[config.mk]
export PLATFORM = sky130hd
export DESIGN_NAME = pipe_stage_reg
export DESIGN_NICKNAME = d
export VERILOG_FILES = /design/src/rtl/pipe_stage_reg.sv
export SDC_FILE = /design/constraint.sdc
export NUM_CORES = 1
export LEC_CHECK = 0
export ABC_CLOCK_PERIOD_IN_PS = 3500
export CORE_AREA = 2 2 140 244
export CTS_BUF_LIST = sky130_fd_sc_hd__clkbuf_4
export CTS_CLUSTER_DIAMETER = 50
export DETAILED_ROUTE_END_ITERATION = 16
export DIE_AREA = 0 0 142 246
export HOLD_SLACK_MARGIN = 0.15
export PLACE_DENSITY_LB_ADDON = 0.05
export SYNTH_ARGS = -nofsm -noshare
export SYNTH_HDL_FRONTEND = slang
export SYNTH_SLANG_ARGS = --single-unit
[constraint.sdc]
create_clock -name clk -period 3.5 [get_ports clk]
set_input_delay 0.525 -clock clk [delete_from_list [all_inputs] [get_ports clk]]
set_output_delay 0.525 -clock clk [all_outputs]
set_load 0.01 [all_outputs]
[src/rtl/pipe_stage_reg.sv]
// Pipeline-stage register with valid/ready handshake, 2-entry skid buffer and bubble-inserting flush.
// Optional back-pressure stall counter enabled by defining PIPE_STALL_CNT_EN.
module pipe_stage_reg #(
  parameter int CTRL_W = 23,
  parameter int DATA_W = 174,
  parameter int CNT_W  = 16
) (
  input  logic              clk,
  input  logic              reset,
  input  logic              flush,
  input  logic              in_valid,
  output logic              in_ready,
  input  logic [CTRL_W-1:0] in_ctrl,
  input  logic [DATA_W-1:0] in_data,
  output logic              out_valid,
  input  logic              out_ready,
  output logic [CTRL_W-1:0] out_ctrl,
  output logic [DATA_W-1:0] out_data,
  output logic [CNT_W-1:0]  stall_cnt
);

  logic              r_m_valid;
  logic              r_s_valid;
  logic              r_in_ready;
  logic [CTRL_W-1:0] r_m_ctrl;
  logic [CTRL_W-1:0] r_s_ctrl;
  logic [DATA_W-1:0] r_m_data;
  logic [DATA_W-1:0] r_s_data;

  logic              w_accept;
  logic              w_drain;
  logic              w_m_valid_nxt;
  logic              w_s_valid_nxt;
  logic [CTRL_W-1:0] w_m_ctrl_nxt;
  logic [CTRL_W-1:0] w_s_ctrl_nxt;
  logic [DATA_W-1:0] w_m_data_nxt;
  logic [DATA_W-1:0] w_s_data_nxt;

  assign w_accept = in_valid & r_in_ready & ~flush;
  assign w_drain  = r_m_valid & out_ready;

  always_comb begin
    w_m_valid_nxt = r_m_valid;
    w_s_valid_nxt = r_s_valid;
    w_m_ctrl_nxt  = r_m_ctrl;
    w_s_ctrl_nxt  = r_s_ctrl;
    w_m_data_nxt  = r_m_data;
    w_s_data_nxt  = r_s_data;
    if (flush) begin
      // data flops deliberately hold; only valids and control are killed
      w_m_valid_nxt = 1'b0;
      w_s_valid_nxt = 1'b0;
      w_m_ctrl_nxt  = '0;
      w_s_ctrl_nxt  = '0;
    end else if (!r_m_valid || w_drain) begin
      if (r_s_valid) begin
        w_m_valid_nxt = 1'b1;
        w_m_ctrl_nxt  = r_s_ctrl;
        w_m_data_nxt  = r_s_data;
        w_s_valid_nxt = 1'b0;
      end else if (w_accept) begin
        w_m_valid_nxt = 1'b1;
        w_m_ctrl_nxt  = in_ctrl;
        w_m_data_nxt  = in_data;
      end else begin
        w_m_valid_nxt = 1'b0;
        w_m_ctrl_nxt  = '0;
      end
    end else if (w_accept) begin
      w_s_valid_nxt = 1'b1;
      w_s_ctrl_nxt  = in_ctrl;
      w_s_data_nxt  = in_data;
    end
  end

  // in_ready has its own flop so no path exists from out_ready to in_ready
  always_ff @(posedge clk) begin
    if (!reset) begin
      r_m_valid  <= 1'b0;
      r_s_valid  <= 1'b0;
      r_in_ready <= 1'b1;
      r_m_ctrl   <= '0;
      r_s_ctrl   <= '0;
      r_m_data   <= '0;
      r_s_data   <= '0;
    end else begin
      r_m_valid  <= w_m_valid_nxt;
      r_s_valid  <= w_s_valid_nxt;
      r_in_ready <= ~w_s_valid_nxt;
      r_m_ctrl   <= w_m_ctrl_nxt;
      r_s_ctrl   <= w_s_ctrl_nxt;
      r_m_data   <= w_m_data_nxt;
      r_s_data   <= w_s_data_nxt;
    end
  end

  assign in_ready  = r_in_ready;
  assign out_valid = r_m_valid;
  assign out_ctrl  = r_m_valid ? r_m_ctrl : '0;
  assign out_data  = r_m_data;

`ifdef PIPE_STALL_CNT_EN
  logic [CNT_W-1:0] r_stall_cnt;

  // saturating; survives flush, cleared only by reset
  always_ff @(posedge clk) begin
    if (!reset) begin
      r_stall_cnt <= '0;
    end else if (r_m_valid && !out_ready && (r_stall_cnt != {CNT_W{1'b1}})) begin
      r_stall_cnt <= r_stall_cnt + 1'b1;
    end
  end

  assign stall_cnt = r_stall_cnt;
`else
  assign stall_cnt = '0;
`endif

endmodule

; Word level (Yosys, flattened, before mapping)
; Cells that the tools add are included.
[classes]
muxes = 10
reduce_logical = 7
bitwise_logic = 7
[op_table]
columns = op, n
row1 = 174-bit 2-to-1 mux, 2
row2 = 23-bit 2-to-1 mux, 3
row3 = 3-bit AND reduction, 2
row4 = 1-bit 2-to-1 mux, 5
row5 = 1-bit NOT, 4
row6 = 1-bit bitwise AND, 3
row7 = 2-bit AND reduction, 1
row8 = 2-bit nonzero test, 1
row9 = 2-bit OR reduction, 1
row10 = 1-bit logical NOT, 1
row11 = 1-bit logical OR, 1
[word_totals]
out_inout_bits = 215
inputBits = 202
reg_bits = 397
wordCells = 31

; Longest topological paths before layout
; Gate-level depths: netlist of the first run.
[depth]
ltp_word = 6
ltp_mapped = 7
mapped_depth_nobuf = 3

; Worst setup path before layout of the first run
; OpenSTA, ideal clock, no wires.
[synth_path]
path_type = input port to flip-flop
start = input out_ready
end = register r_s_data[74]
path_buffers = 2
arrival_time_ns = 1.476
path_slack_ns = 1.895
setup_ns = 0.129
required_time_ns = 3.371
cell_stages = 5
path_cell_list = nand4b_1 -> clkbuf_1 -> clkbuf_1 -> o211ai_1 -> o21ai_0
[synth_via]
elab_chain_cells = 4
[synth_rtl]
columns = item, line_no
row1 = "start, declared", 16  ; input logic out_ready,
row2 = 1-bit bitwise AND, 40  ; assign w_drain = r_m_valid & out_ready;
row3 = 1-bit logical OR, 55  ; end else if (!r_m_valid || w_drain) begin
row4 = 1-bit NOT (no source line), --
row5 = 3-bit AND reduction (no source line), --
row6 = "end signal, assigned", 93  ; r_s_data <= w_s_data_nxt;
row7 = "end, declared", 28  ; logic [DATA_W-1:0] r_s_data;
; No other way between the ends.
; A chain may end at the register's enable or synchronous reset.

; Final worst setup path of the first run
[layout_path]
start = register r_m_valid (netlist: out_valid)
end = output out_ctrl[17]
[layout_via]
elab_chain_cells = 1
[layout_rtl]
columns = item, line_no
row1 = "start, declared", 22  ; logic r_m_valid;
row2 = "start signal, assigned", 87  ; r_m_valid <= w_m_valid_nxt;
row3 = 23-bit 2-to-1 mux, 99  ; assign out_ctrl = r_m_valid ? r_m_ctrl : '0;
row4 = "end, declared", 17  ; output logic [CTRL_W-1:0] out_ctrl,
; No other way between the ends.

==> results.rst, run 1 <==
.. list-table::
   :header-rows: 1

   * - Metric
     - Value
   * - Flip-flop cell with the highest count after synthesis
     - sky130_fd_sc_hd__dfxtp_1
   * - Most utilized layer in the global route result
     - met2
   * - Number of hold buffers added after cts
     - 1
   * - Total power consumption of the routed design
     - between 9 and 10 mW
   * - DRC violations left
     - 0
   * - Worst Hold Slack
     - 0.230 ns
   * - DIE AREA
     - 0.0349 mm²
   * - Layout cells sized above 1
     - 15.6%
   * - TritonCTS clock tree
     - yes
   * - Skew final
     - between 0.02 and 0.025 ns
   * - Number of clock sinks
     - 397
   * - Global-route track usage on met3
     - 7.06%
   * - Final worst path period need
     - ~3.0 ns
   * - Wire length of the first global-routing pass
     - 76.1 mm
   * - Number of CTS-inserted buffers
     - just over 90
   * - Routed length per instance
     - approximately 17 µm
   * - Clk buf depth
     - 3
   * - VDD IR-drop max
     - 0.303 mV
   * - Number of distinct standard cells referenced by the synthesized netlist
     - 26
   * - Max frequency
     - between 300 and 400 MHz
   * - Post-CTS repair timing setup buffer count
     - 0
   * - CP Launch Type
     - register
   * - CP Data Required Time
     - ~3.0 ns
   * - Worst-Margin Slew
     - roughly 1.1 ns
   * - Synthesized-area fraction occupied by ao, oa, aoi and oai cells
     - between 10 and 15%
   * - Count of cells resized by post-cts repair
     - 0
   * - First element of the critical path
     - out_valid
   * - Power share of the sequential group
     - around half
   * - Leading cell types by total area after synthesis
     - sky130_fd_sc_hd__dfxtp_1, sky130_fd_sc_hd__mux2_2, sky130_fd_sc_hd__nand2_1
   * - Terminating pin of the worst hold path
     - r_s_ctrl[0]
   * - Mux share of post-synthesis cell area
     - 22.1%
   * - Number of hold violations in the final report
     - 0
   * - Global-route congestion overflow total
     - 0
   * - Flip-flop and latch count after synthesis
     - about 400
   * - Filler-free cell count of the finished design
     - between 2k and 3k
   * - H-tree Lvls
     - 3
   * - Fill count
     - between 2k and 3k
   * - Met1 demand-to-capacity share in global routing
     - a little under a third
   * - Largest family of logic cells by synthesized area
     - multiplexers
   * - Signed area change from the synthesized netlist to the final layout
     - 28.1%
   * - Warnings, synthesis
     - 0
   * - Remaining antenna violation count after routing
     - 0
   * - Top cell type's share of synthesized area
     - between 40% and 50%
   * - Number of standard cells after synthesis
     - 1982
   * - Post-synthesis share of cell area spent on and, or, nand and nor gates
     - a little over an eighth
   * - Share of flip-flops with an asynchronous set or reset after synthesis
     - 0%
   * - Post-detail-place hpwl
     - ~31 mm
   * - Synthesized-area fraction occupied by adder cells
     - 0%
   * - Fraction of power consumed by combinational cells
     - 12.6%
   * - Post-detailed-routing wire length
     - roughly 49 mm
   * - Cell with the most instances after synthesis
     - sky130_fd_sc_hd__nand2_1
   * - Worst-case headroom to the max-slew limit
     - between 20% and 30%
   * - Pre-CTS worst setup slack
     - about 1.1 ns
   * - Standby leakage power
     - 9.15 nW
   * - Path class of the lowest-slack min-delay path
     - in2reg
   * - Largest net degree at the start of global routing
     - ~300
   * - Overall routing resource usage
     - between 20% and 30%
   * - Depth of the most critical reg-to-reg path
     - 4
   * - Placer's final routability congestion estimate
     - between 0.8 and 0.9
   * - Beginning of the worst register-to-register path
     - out_valid
   * - Synth top cells by count
     - sky130_fd_sc_hd__nand2_1, sky130_fd_sc_hd__dfxtp_1, sky130_fd_sc_hd__mux2_2
   * - Crit path DAT
     - 2.45 ns
   * - Cell accounting for the most synthesized area
     - sky130_fd_sc_hd__dfxtp_1
   * - Sequential cell area fraction in the yosys report
     - between 40% and 50%
   * - Critical path class
     - reg2out
   * - Clk Tree Root Cell
     - sky130_fd_sc_hd__clkbuf_4
   * - Total negative slack
     - 0 ns
   * - Crit path setup slack, layout
     - roughly 0.53 ns
   * - Area of the placeable core
     - about 0.033 mm²
   * - Post-synthesis share of cell area spent on xor and xnor gates
     - 0%
   * - Number of placed instances, taps included
     - around 2.6k
   * - Register cell area after layout
     - slightly below 0.008 mm²
   * - Synthesized area per cell
     - ~9.1 µm²
   * - Total net switching power
     - 2.46 mW
   * - Final Cycle Share
     - 85.0%
   * - Outcome
     - finished clean
   * - Clock-pin slew on the worst setup and hold paths
     - 0.07 ns
   * - Vertical die dimension
     - approximately 250 µm
   * - Global routing met2 resource utilization
     - around 45%
   * - Maximum fanout encountered on the critical timing path
     - 28
   * - Setup repair after global routing missed its margin
     - false
   * - Net switching fraction of the power
     - between 20% and 30%
   * - DR vias/cell
     - around 5.6
   * - Final setup viols
     - 0
   * - Multi-input gate area
     - around 0.0090 mm²
   * - DIE WIDTH
     - between 100 and 150 µm
   * - Clock latency reported for the late side of the worst-skew pair
     - between 0.7 and 0.8 ns
   * - RR Endpoint
     - r_s_data[145]
   * - Hold path startpoint
     - flush
   * - Vias
     - ~15k
   * - Initial antenna violation count
     - 11
   * - Starting density of the core
     - ~55%
   * - Post-synth EDFFs
     - 0
   * - Number of global-route vias before repair
     - between 15k and 20k
   * - Number of I/O pins
     - about 420
   * - Placement Rows
     - a little under 90
   * - Violation count after the first detailed-route iteration
     - between 800 and 900
   * - Hold Crit Depth
     - 3
   * - Fin nets
     - ~2.5k
   * - Cell Pwr Density
     - about 420 mW/mm²
   * - Number of detailed-route iterations in the first pass
     - 5
   * - Final slew viol count
     - 0
   * - Clock group share of total power
     - 37.9%
   * - Max-cap violations
     - 0
   * - Post-Synthesis Cell Area
     - roughly 0.018 mm²
   * - Count of input and output buffers
     - 400
   * - Setup slack on the worst flop-to-flop path
     - about 1.3 ns
   * - Design internal power
     - 7.10 mW
   * - Crit path capture type
     - primary output
## cell type report
type / instances / area share [%]
multi-input cells: 1384 / 39.2
flip-flops and latches: 397 / 34.6
repair buffers: 426 / 19.0
clock buffers: 140 / 4.57
well taps: 405 / 2.20
clock inverters: 21 / 0.348
diodes: 10 / 0.109
inverters: 1 / 0.0163
## through the flow
stage | utilization (%) | area [µm²]
2_1_floorplan | - | 18000
3_3_place_gp | 66.3 | 21800
3_5_place_dp | 66.3 | 21800
4_1_cts | 69.8 | 23000
5_1_grt | 69.8 | 23000
6_report | 69.8 | 23000
## power groups by stage
stage | sequential (mW) | combinational (mW) | clock (mW)
4_1_cts | 4.73 | 1.21 | 3.74
2_1_floorplan | 4.86 | 0.592 | 0
5_1_grt | 4.74 | 1.30 | 3.97
3_5_place_dp | 4.83 | 1.20 | 0
3_3_place_gp | 4.83 | 1.18 | 0
6_report | 4.73 | 1.20 | 3.63
## cells in the final DEF (no fill, tap or decap)
cell and count:
sky130_fd_sc_hd__nand2_1 522, sky130_fd_sc_hd__clkdlybuf4s50_1 398, sky130_fd_sc_hd__dfxtp_1 396, sky130_fd_sc_hd__mux2_2 197, sky130_fd_sc_hd__mux2i_1 174, sky130_fd_sc_hd__o211ai_1 174
sky130_fd_sc_hd__clkbuf_4 140, sky130_fd_sc_hd__o21ai_0 122, sky130_fd_sc_hd__o21ai_1 75, sky130_fd_sc_hd__a21oi_1 25, sky130_fd_sc_hd__and2_1 23, sky130_fd_sc_hd__nand3b_1 23
sky130_fd_sc_hd__a32o_1 23, sky130_fd_sc_hd__clkinv_1 19, sky130_fd_sc_hd__conb_1 16, sky130_fd_sc_hd__buf_4 13, sky130_fd_sc_hd__buf_12 12, sky130_fd_sc_hd__diode_2 10
sky130_fd_sc_hd__nand2b_1 2, sky130_fd_sc_hd__nor2_1 2, sky130_fd_sc_hd__and4b_1 1, sky130_fd_sc_hd__nand4b_1 1, sky130_fd_sc_hd__nor2b_1 1, sky130_fd_sc_hd__or3_4 1
sky130_fd_sc_hd__nand2b_4 1, sky130_fd_sc_hd__nor3_1 1, sky130_fd_sc_hd__inv_1 1, sky130_fd_sc_hd__inv_2 1, sky130_fd_sc_hd__clkinv_2 1, sky130_fd_sc_hd__dlygate4sd3_1 1
sky130_fd_sc_hd__buf_6 1, sky130_fd_sc_hd__buf_8 1, sky130_fd_sc_hd__dfxtp_4 1
## kinds of logic (layout without fill, tap and decap cells)
logic type,after synthesis,after routing
and+or+nand+nor,578,578
AOI/OAI and AO/OA,419,419
DFF,397,397
muxes,371,371
buffers and inverters,216,588
other,1,26
## registers in the layout (all words and copies together), names as in the netlist
name,cells
in_ready,1
out_data,174
out_valid,1
r_m_ctrl,23
r_s_ctrl,23
r_s_data,174
r_s_valid,1
## worst max-delay path by stage
stage / depth (start not counted) / slack (ns) / end
after floorplan: 5 / 1.89 / r_s_data[74]
after global placement: 5 / 1.16 / r_s_data[84]
after detailed placement: 5 / 1.09 / r_s_data[105]
after CTS: 2 / 0.44 / out_ctrl[17]
after global routing: 2 / 0.35 / out_ctrl[17]
final: 2 / 0.53 / out_ctrl[17]
## critical path, stage by stage (launching register included)
cell and delay, ns:
sky130_fd_sc_hd__dfxtp_1 0.83, sky130_fd_sc_hd__and2_1 0.30, sky130_fd_sc_hd__clkdlybuf4s50_1 0.56
## layer usage
| metal | vias to the layer above | wire length [µm] |
|---|---|---|
| met1 | 7268 | 19100 |
| met2 | 501 | 23800 |
| met5 | - | 34 |
| met4 | 6 | 2260 |
| li1 | 7561 | - |
| met3 | 129 | 3430 |
No activity file was read; power rests on OpenSTA's default activity.
==> inputs of run 2 (changes only) <==
Settings changed: ABC_CLOCK_PERIOD_IN_PS 3500 to 2750, CORE_AREA 2 2 140 244 to 2 2 144 251, DIE_AREA 0 0 142 246 to 0 0 146 253.
Clock period 3.5 ns to 2.75 ns, I/O delays scaled along.
==> results.rst, run 2 (synthesis gave the netlist of run 1 again) <==
.. list-table::
   :header-rows: 1

   * - Metric
     - Value
   * - Outcome
     - finished clean (unchanged)
   * - Area of the placeable core
     - 0.0351 mm² (was 0.0329 mm²)
   * - Setup repair after global routing missed its margin
     - false (unchanged)
   * - DIE AREA
     - 0.0369 mm² (was 0.0349 mm²)
   * - Placer's final routability congestion estimate
     - 0.799 (was 0.802)
   * - Final Cycle Share
     - 94.7%
   * - Crit-path cells
     - buf_4, and2_1, clkdlybuf4s50_1 (was and2_1, clkdlybuf4s50_1)
   * - Remaining antenna violation count after routing
     - 0 (unchanged)
   * - Signed area change from the synthesized netlist to the final layout
     - 29.8% (was 28.1%)
   * - Final worst path period need
     - 2.60 ns
   * - Post-detailed-routing wire length
     - 49.3 mm (was 48.7 mm)
   * - Beginning of the worst register-to-register path
     - r_s_valid (was out_valid)
   * - Fin nets
     - 2520 (was 2505)
   * - Worst-Margin Slew
     - 0.771 ns (was 1.14 ns)
   * - Critical path class
     - reg2out (unchanged)
   * - Skew final
     - 0.0667 ns (was 0.0233 ns)
   * - TritonCTS clock tree
     - yes (unchanged)
   * - Global-route congestion overflow total
     - 0 (unchanged)
   * - DR vias/cell
     - 5.40 (was 5.55)
   * - H-tree Lvls
     - 3 (unchanged)
   * - Maximum fanout encountered on the critical timing path
     - 15 (was 28)
   * - First element of the critical path
     - out_valid (unchanged)
   * - Standby leakage power
     - 9.26 nW (was 9.15 nW)
   * - Overall routing resource usage
     - 25.6% (was 26.8%)
   * - Fill count
     - 3058 (was 2708)
   * - Depth of the most critical reg-to-reg path
     - 4 (unchanged)
   * - Hold Crit Depth
     - 3 (unchanged)
   * - Number of CTS-inserted buffers
     - 91 (was 93)
   * - Pre-CTS worst setup slack
     - 0.426 ns (was 1.09 ns)
   * - Cell Pwr Density
     - 521 mW/mm² (was 416 mW/mm²)
   * - Vertical die dimension
     - 253 µm (was 246 µm)
   * - Largest net degree at the start of global routing
     - 205 (was 296)
   * - Crit path setup slack, layout
     - 0.146 ns (was 0.525 ns)
   * - Layout cells sized above 1
     - 15.9% (was 15.6%)
   * - Violation count after the first detailed-route iteration
     - 880 (was 822)
   * - Starting density of the core
     - 51.2% (was 54.5%)
   * - Highest-delay cell along the critical path
     - sky130_fd_sc_hd__clkdlybuf4s50_1 (was sky130_fd_sc_hd__dfxtp_1)
   * - Initial antenna violation count
     - 11 (unchanged)
   * - Max-cap violations
     - 0 (unchanged)
   * - Clk Tree Root Cell
     - sky130_fd_sc_hd__clkbuf_4 (unchanged)
   * - Vias
     - 15.4k (was 15.5k)
   * - CP Capture Point
     - out_ctrl[15] (was out_ctrl[17])
   * - Cell family with most CP delay
     - buffers and inverters (was flip-flops)
   * - Commonest cells after routing, fill and taps aside
     - sky130_fd_sc_hd__nand2_1, sky130_fd_sc_hd__clkdlybuf4s50_1, sky130_fd_sc_hd__dfxtp_1 (unchanged)
   * - CP max stage delay
     - 0.54 ns (was 0.83 ns)
   * - Number of clock sinks
     - 397 (unchanged)
   * - Combined buffer and inverter count along the critical path
     - 2 (was 1)
   * - Most common cell after layout, fill and taps aside
     - sky130_fd_sc_hd__nand2_1 (unchanged)
   * - DIE WIDTH
     - 146 µm (was 142 µm)
   * - VDD IR-drop max
     - 0.319 mV (was 0.303 mV)
   * - Final slew viol count
     - 0 (unchanged)
   * - Total negative slack
     - 0 ns (unchanged)
   * - Clock latency reported for the late side of the worst-skew pair
     - 0.78 ns (about the same)
   * - Crit path DAT
     - 2.19 ns (was 2.45 ns)
   * - Wire length of the first global-routing pass
     - 77.6 mm (was 76.1 mm)
   * - Placement Rows
     - 91 (was 88)
   * - Crit path capture type
     - primary output (unchanged)
   * - Clk buf depth
     - 3 (unchanged)
   * - Max frequency
     - between 300 and 400 MHz
   * - Post-detail-place hpwl
     - 31.1 mm (was 30.6 mm)
   * - Count of input and output buffers
     - 400 (unchanged)
   * - Clock-pin slew on the worst setup and hold paths
     - 0.07 ns (about the same)
   * - Number of detailed-route iterations in the first pass
     - 5 (unchanged)
   * - Number of I/O pins
     - 417 (unchanged)
   * - CP Launch Type
     - register (unchanged)
   * - RR Endpoint
     - out_data[130] (was r_s_data[145])
   * - Routed length per instance
     - 17.2 µm (was 17.5 µm)
   * - Final setup viols
     - 0 (unchanged)
   * - DRC violations left
     - 0 (unchanged)
   * - Worst-case headroom to the max-slew limit
     - 48.6% (was 24.1%)
   * - Number of hold violations in the final report
     - 0 (unchanged)
   * - Path class of the lowest-slack min-delay path
     - in2reg (unchanged)
   * - Setup slack on the worst flop-to-flop path
     - 0.82 ns (was 1.30 ns)
   * - Total number of cells along the worst setup path
     - 3 (was 2)
   * - CP Data Required Time
     - 2.34 ns (was 2.97 ns)
   * - Number of global-route vias before repair
     - 15.2k (was 15.1k)
[run 2: cell types whose count changed in the layout (fill, tap and decap cells not counted), sizes merged]
cell	before	now
buf	27	35
clkbuf	140	139
clkinv	20	18
dlygate4sd3	1	10
inv	2	3
[run 2: worst min path at each step]
stage	from	to	slack (ns)
floorplan	r_m_ctrl[0]	r_m_ctrl[0]	0.43
global placement	r_m_ctrl[22]	r_m_ctrl[22]	0.44
detailed placement	r_m_ctrl[9]	r_m_ctrl[9]	0.45
CTS	in_data[12]	r_s_data[12]	0.15
global route	in_data[12]	r_s_data[12]	0.19
finish	in_data[163]	r_s_data[163]	0.22
[run 2: area by class of cell]
cell class              count  area, µm²  share of cell area, %
inverters                   1       3.75                 0.0161
multi-input cells        1384       9020                   38.7
clock buffers             139       1040                   4.48
clock inverters            20       77.6                  0.333
well taps                 465        582                   2.50
repair buffers            443       4580                   19.7
flip-flops and latches    397       7950                   34.2
diodes                     10       25.0                  0.107
[run 2: stage by stage]
stage	util (%)	std cells	instance area, µm²	hold WS (ns)	power, mW
6_report	66.4	2859	23300	0.217	12.1
5_1_grt	66.4	2858	23300	0.194	12.7
4_1_cts	66.3	2849	23300	0.150	12.3
3_5_place_dp	62.8	2680	22000	0.450	7.71
3_3_place_gp	62.8	2680	22000	0.444	7.68
2_1_floorplan	-	1997	18000	0.434	6.94
[run 2: power by group]
| group | leakage (nW) | internal [mW] | switching (mW) | total, mW |
|---|---|---|---|---|
| logic | 5.35 | 0.840 | 0.737 | 1.58 |
| clock network | 0.681 | 2.29 | 2.24 | 4.54 |
| registers | 3.22 | 5.91 | 0.101 | 6.02 |
| total | 9.26 | 9.05 | 3.08 | 12.1 |
[run 2: repair_timing]
| item | in CTS | in global routing |
|---|---|---|
| gates resized for setup | 1 | 0 |
| endpoints found under the setup margin | 15 | 0 |
| hold buffers | 10 | 0 |
| endpoints found under the hold margin | 26 | 0 |
| buffers inserted | 0 | 0 |
[run 2: tightest hold or removal path, delay by kind of cell]
kind	cells	cell delay, ns
buf+inv	1	0.42
simple gates	1	0.06
compound gates	1	0.06
[run 2: per-layer routing]
layer	up-vias	global-route usage [%]	share of wire, %
li1	7615	-	-
met1	7285	29.7	39
met2	440	43.4	50
met3	84	6.83	7.0
met4	4	13.0	3.9
met5	-	0	0.055
